File: src/rtl/clock_counter_pkg.sv
// Shared definitions for the mod-N up/down counter: auto-repeat FSM state
// encoding, step direction constants and a small elaboration helper.
package clock_counter_pkg;

   typedef enum logic [1:0] {
      IDLE   = 2'd0,
      HOLD   = 2'd1,
      REPEAT = 2'd2
   } ar_state_e;

   typedef enum logic {
      DIR_UP   = 1'b0,
      DIR_DOWN = 1'b1
   } dir_e;

   function automatic int max_int(input int a, input int b);
      return (a > b) ? a : b;
   endfunction

endpackage

File: src/rtl/autorepeat_ctrl.sv
// Auto-repeat controller: turns level up/down requests into step pulses.
// A press steps at once, then again after HOLD_CYCLES, then every
// REPEAT_CYCLES while the same single input stays high. After reset the
// inputs must be seen released once before any step is allowed.
// Only instantiated when MODN_COUNTER_AUTOREPEAT_EN is defined.
module autorepeat_ctrl
   import clock_counter_pkg::*;
#(
   parameter int HOLD_CYCLES   = 500,
   parameter int REPEAT_CYCLES = 100
) (
   input  logic i_clk,
   input  logic i_rstn,
   input  logic i_up,
   input  logic i_down,
   input  logic i_flush,      // clear or load this cycle
   output logic o_up_step,
   output logic o_down_step
);

   localparam int TW = $clog2(max_int(HOLD_CYCLES, REPEAT_CYCLES));
   localparam logic [TW-1:0] HOLD_LAST = TW'(HOLD_CYCLES - 1);
   localparam logic [TW-1:0] RPT_LAST  = TW'(REPEAT_CYCLES - 1);

   ar_state_e       state_q, state_d;
   logic [TW-1:0]   timer_q, timer_d;
   dir_e            dir_q, dir_d;
   logic            armed_q, armed_d;

   logic            single;
   logic            same;
   logic            go;
   logic            fire;
   dir_e            in_dir;

   assign single = i_up ^ i_down;
   assign in_dir = i_down ? DIR_DOWN : DIR_UP;
   assign same   = single & (in_dir == dir_q);
   // any non-single pattern, clear/load, or an unreleased post-reset press parks in IDLE
   assign go     = armed_q & ~i_flush & single;

   // State register: FSM state, repeat timer, stored direction, release-seen flag
   always_ff @(posedge i_clk or negedge i_rstn) begin
      if (!i_rstn) begin
         state_q <= IDLE;
         timer_q <= '0;
         dir_q   <= DIR_UP;
         armed_q <= 1'b0;
      end else begin
         state_q <= state_d;
         timer_q <= timer_d;
         dir_q   <= dir_d;
         armed_q <= armed_d;
      end
   end

   // Next-state logic: advance the hold/repeat timer while the same key is held
   always_comb begin
      state_d = state_q;
      timer_d = timer_q;
      dir_d   = dir_q;
      armed_d = armed_q | (~i_up & ~i_down);
      if (!go) begin
         state_d = IDLE;
         timer_d = '0;
      end else begin
         case (state_q)
            IDLE: begin
               state_d = HOLD;
               timer_d = '0;
               dir_d   = in_dir;
            end
            HOLD: begin
               if (!same) begin
                  state_d = IDLE;
                  timer_d = '0;
               end else if (timer_q == HOLD_LAST) begin
                  state_d = REPEAT;
                  timer_d = '0;
               end else begin
                  timer_d = timer_q + TW'(1);
               end
            end
            REPEAT: begin
               if (!same) begin
                  state_d = IDLE;
                  timer_d = '0;
               end else if (timer_q == RPT_LAST) begin
                  timer_d = '0;
               end else begin
                  timer_d = timer_q + TW'(1);
               end
            end
            default: begin
               state_d = IDLE;
               timer_d = '0;
            end
         endcase
      end
   end

   // Output logic: step on a fresh press and on each hold/repeat expiry
   always_comb begin
      fire = 1'b0;
      if (go) begin
         case (state_q)
            IDLE:    fire = 1'b1;
            HOLD:    fire = same & (timer_q == HOLD_LAST);
            REPEAT:  fire = same & (timer_q == RPT_LAST);
            default: fire = 1'b0;
         endcase
      end
      o_up_step   = fire & (in_dir == DIR_UP);
      o_down_step = fire & (in_dir == DIR_DOWN);
   end

endmodule

File: src/rtl/modn_updown_counter.sv
// Modulo-N up/down counter with clear, saturating load and combinational
// carry/borrow/step flags suitable for direct cascading into a higher stage.
// Define MODN_COUNTER_AUTOREPEAT_EN to step through the auto-repeat
// controller; otherwise a single-direction request steps every cycle.
module modn_updown_counter
   import clock_counter_pkg::*;
#(
   parameter int MODULUS       = 1000,
   parameter int WIDTH         = 10,
   parameter int HOLD_CYCLES   = 500,
   parameter int REPEAT_CYCLES = 100
) (
   input  logic             i_clk,
   input  logic             i_rstn,
   input  logic             i_up,
   input  logic             i_down,
   input  logic             i_clear,
   input  logic             i_load,
   input  logic [WIDTH-1:0] i_load_value,
   output logic [WIDTH-1:0] o_count,
   output logic             o_carryup,
   output logic             o_borrowdown,
   output logic             o_step
);

   if (MODULUS < 2 || WIDTH < 1 || (2 ** WIDTH) < MODULUS) begin : g_bad_width
      $error("modn_updown_counter: need MODULUS >= 2 and 2**WIDTH >= MODULUS");
   end
   if (HOLD_CYCLES < 2 || REPEAT_CYCLES < 1) begin : g_bad_timing
      $error("modn_updown_counter: need HOLD_CYCLES >= 2 and REPEAT_CYCLES >= 1");
   end

   localparam logic [WIDTH-1:0] MAX_CNT = WIDTH'(MODULUS - 1);

   logic             both_hi;
   logic             blocked;
   logic             up_req, dn_req;
   logic             up_eff, dn_eff;
   logic [WIDTH-1:0] load_sat;
   logic [WIDTH-1:0] count_d;

`ifdef MODN_COUNTER_AUTOREPEAT_EN
   autorepeat_ctrl #(
      .HOLD_CYCLES   (HOLD_CYCLES),
      .REPEAT_CYCLES (REPEAT_CYCLES)
   ) u_autorepeat (
      .i_clk       (i_clk),
      .i_rstn      (i_rstn),
      .i_up        (i_up),
      .i_down      (i_down),
      .i_flush     (i_clear | i_load),
      .o_up_step   (up_req),
      .o_down_step (dn_req)
   );
`else
   assign up_req = i_up & ~i_down;
   assign dn_req = i_down & ~i_up;
`endif

   assign both_hi  = i_up & i_down;
   assign blocked  = i_clear | i_load | both_hi;
   // reset gating keeps the flags quiet even if a request is held during reset
   assign up_eff   = i_rstn & ~blocked & up_req;
   assign dn_eff   = i_rstn & ~blocked & dn_req;

   assign o_step       = up_eff | dn_eff;
   assign o_carryup    = up_eff & (o_count == MAX_CNT);
   assign o_borrowdown = dn_eff & (o_count == '0);

   assign load_sat = (i_load_value > MAX_CNT) ? MAX_CNT : i_load_value;

   // Next count: clear > load > both-high clear > step > hold
   always_comb begin
      count_d = o_count;
      if (i_clear) begin
         count_d = '0;
      end else if (i_load) begin
         count_d = load_sat;
      end else if (both_hi) begin
         count_d = '0;
      end else if (up_eff) begin
         count_d = (o_count == MAX_CNT) ? '0 : o_count + WIDTH'(1);
      end else if (dn_eff) begin
         count_d = (o_count == '0) ? MAX_CNT : o_count - WIDTH'(1);
      end
   end

   // Count register
   always_ff @(posedge i_clk or negedge i_rstn) begin
      if (!i_rstn) o_count <= '0;
      else         o_count <= count_d;
   end

endmodule

File: config.mk
export PLATFORM = sky130hd
export DESIGN_NAME = modn_updown_counter
export DESIGN_NICKNAME = d
export VERILOG_FILES = /design/src/rtl/clock_counter_pkg.sv /design/src/rtl/autorepeat_ctrl.sv /design/src/rtl/modn_updown_counter.sv
export SDC_FILE = /design/constraint.sdc
export NUM_CORES = 1
export LEC_CHECK = 0
export ABC_CLOCK_PERIOD_IN_PS = 4600
export BUFFER_PORTS_ARGS = -buffer_cell sky130_fd_sc_hd__buf_2
export CAP_MARGIN = 30
export CORE_MARGIN = 5
export CORE_UTILIZATION = 56
export CTS_CLUSTER_DIAMETER = 30
export CTS_CLUSTER_SIZE = 28
export DETAILED_ROUTE_END_ITERATION = 10
export GPL_TIMING_DRIVEN = 1
export MAX_ROUTING_LAYER = met4
export PLACE_DENSITY_LB_ADDON = 0.25
export SLEW_MARGIN = 20
export SYNTH_ARGS = -nofsm -noshare
export SYNTH_HDL_FRONTEND = slang
export SYNTH_SLANG_ARGS = --single-unit
export TNS_END_PERCENT = 1
File: constraint.sdc
create_clock -name i_clk -period 4.6 [get_ports i_clk]
set_input_delay 0.46 -clock i_clk [delete_from_list [all_inputs] [get_ports i_clk]]
set_output_delay 0.46 -clock i_clk [all_outputs]
set_load 0.1 [all_outputs]
==> impl_metrics.csv <==
group,metric,value,unit
logic_synthesis,synth_edf_count,0,
final_layout,antennaDiodeCount,0,
final_layout,layout_common_cells,"28 x buf_2, 13 x nor2_1, 12 x o21ai_0",
clocking,clock_latency,270,ps
final_layout,regMostFlops,"o_count",
die,core_area,1780,um2
final_layout,seq_area,250,um2
logic_synthesis,synth_nets,155,
die,ios,29,
clocking,htreeDepth,1,
global_routing,grt_pass1_wl,4820,um
logic_synthesis,ys_warn_count,0,
logic_synthesis,ys_seq_elements,10,
critical_path,startpoint_type,"register",
job,max_cap_viol_count,0,
route,drc,0,
logic_synthesis,avgSynthCellArea,7.88,um2
critical_path,critPathMaxFanout,8,
die,die_area,2910,um2
timing,clock_skew,9.28,ps
timing,max_freq,0.379,GHz
logic_synthesis,syn_area,1080,um2
route,via_count,1207,
final_layout,reg.largest.list,"o_count x10",
clocking,post-cts-setup-buffer-count,0,
critical_path,arrival,2180,ps
route,via_per_inst,6.52,
timing,worst_pin_slew,653,ps
clocking,cts_buffers,3,
final_layout,fill_cells,162,
status,status,"finished, final reports clean",
clocking,cts.sinks,10,
route,routed_wl,3000,um
route,drtIter0Drc,68,
logic_synthesis,synthArstFlopShare,1.00,
hold_path,min_path_type,"input pin to asynchronous set/reset pin",
clocking,clockRootBuffer,"clkbuf_4",
logic_synthesis,seq_area_frac_synth,0.232,
critical_path,cp.required,4140,ps
global_routing,antenna_found_initial,0,
timing,hold_violations,0,
clocking,hold_buffers,0,
clocking,clk_path_buf_depth,2,
route,wl_per_cell,16.2,um
power,ir_worst_vdd,0.225,mV
place,numPortBuffers,28,
die,start_util,0.606,
global_routing,grt_max_degree,16,
timing,fin_crit_sh,0.574,
power,p_per_area,288,nW/um2
timing,rsz0062_at_grt,"false",
critical_path,worstSetupPathType,"register to output port",
clocking,cts_tree,"done",
die,rows,15,
logic_synthesis,synth.distinct_cells,47,
final_layout,drive_gt1_frac,0.244,
timing,maxSlewHeadroom,0.562,
timing,fin_tns_setup,0,ps
logic_synthesis,synth_cells,137,
die,die_w,53.9,um
global_routing,grt_use_total,0.235,
critical_path,endpoint_kind,"output port",
place,dp_hpwl,2220,um
timing,slew_violations,0,
global_routing,grt_pass1_vias,1021,
clocking,path_clk_slew,80,ps
route,first_pass_iters,4,
final_layout,largest_register_ffs,10,
timing,setup_viol,0,
power,power,0.354,mW
logic_synthesis,synthFlopType,"dfrtp_1",
clocking,cts.repair.resized,0,
final_layout,mostFrequentLayoutCell,"buf_2",
timing,period_minus_slack,2640,ps
final_layout,multiInputGateArea,759,um2
final_layout,final_nets,179,
die,die_y,53.9,um
power,leakage,0.534,nW
route,ant_nets,0,
final_layout,area_growth_syn_to_layout,13.8,%
global_routing,grt-ovfl-total,0,
place,place.gp.congestion,0.961,
synth_stat cells (2+ instances only):
cell type / n / area share
a22o_1: 2 / 0.016
xnor2_1: 3 / 0.024
a311oi_1: 3 / 0.024
o21a_1: 2 / 0.014
a221o_1: 3 / 0.028
o21ai_0: 12 / 0.056
nand2_1: 11 / 0.038
nand4_1: 2 / 0.012
inv_1: 3 / 0.010
xor2_1: 2 / 0.016
o22a_1: 2 / 0.016
nand2b_1: 4 / 0.023
nor2_1: 13 / 0.045
buf_2: 2 / 0.0093
a21oi_1: 6 / 0.028
dfrtp_1: 10 / 0.23
a22oi_1: 4 / 0.028
nand3_1: 6 / 0.028
o21bai_1: 2 / 0.014
nor4_1: 3 / 0.017
buf_6: 3 / 0.031
nor2b_1: 4 / 0.023
ha_1: 2 / 0.023
nor3_1: 4 / 0.019
nor3b_1: 4 / 0.028
clkbuf_1: 4 / 0.014
power by group:
| part | total (mW) | internal, mW | switching (mW) |
|---|---|---|---|
| Combinational | 0.158 | 0.0466 | 0.111 |
| Sequential | 0.114 | 0.0951 | 0.0191 |
| Clock | 0.0819 | 0.0481 | 0.0338 |
path summary, 6_finish.rpt:
kind	startpoint	endpoint	slack, ps	cells past startpoint
max in group asynchronous	i_rstn	o_count[8]$_DFFE_PN0P_	4280	1
min in group i_clk	i_load_value[4]	o_count[4]$_DFFE_PN0P_	430	3
max	o_count[0]$_DFFE_PN0P_	o_carryup	1960	5
min reg2reg	o_count[1]$_DFFE_PN0P_	o_count[1]$_DFFE_PN0P_	640	1
min	i_rstn	o_count[2]$_DFFE_PN0P_	70	1
max reg2reg	o_count[0]$_DFFE_PN0P_	o_count[6]$_DFFE_PN0P_	2530	6
critical path, cell delays in order, from the launching register on:
cell and delay (ps):
dfrtp_1 460, ha_1 250, nand4_1 190, or3_4 460
nor2_1 100, buf_2 440
cell families after synthesis:
kind of cell / after synthesis / synth area share
DFF: 10 / 0.232
xor gates and xnor gates: 5 / 0.0406
muxes: 1 / 0.00927
AOI/OAI and AO/OA: 47 / 0.315
buffers and inverters: 12 / 0.0649
and+or+nand+nor: 59 / 0.306
adders and majority gates: 3 / 0.0324
cell type report:
cell class	instances	area share
sequential	10	0.204
inverter	3	0.00916
timing repair buffer	28	0.114
clock buffer	4	0.0295
tap	25	0.0255
multi-input combinational	115	0.618
through the flow:
stage	std cells	setup slack, ps	utilization	hold slack [ps]	instance area [um2]
final	185	1960	0.689	66.7	1230
after floorplan	137	938	-	164	1080
after global placement	181	2100	0.669	360	1190
after CTS	185	1990	0.689	75.8	1230
after detailed placement	181	2020	0.669	368	1190
after global routing	185	1800	0.689	86.1	1230
routing by layer:
layer / global-route usage / vias to the layer above / wire, um
met1: 0.325 / 575 / 1360
met3: 0.0305 / 7 / 230
met2: 0.349 / 60 / 1360
met5: - / - / 0
li1: - / 565 / -
met4: 0.0851 / 0 / 46
No activity file was read; power rests on OpenSTA's default activity.
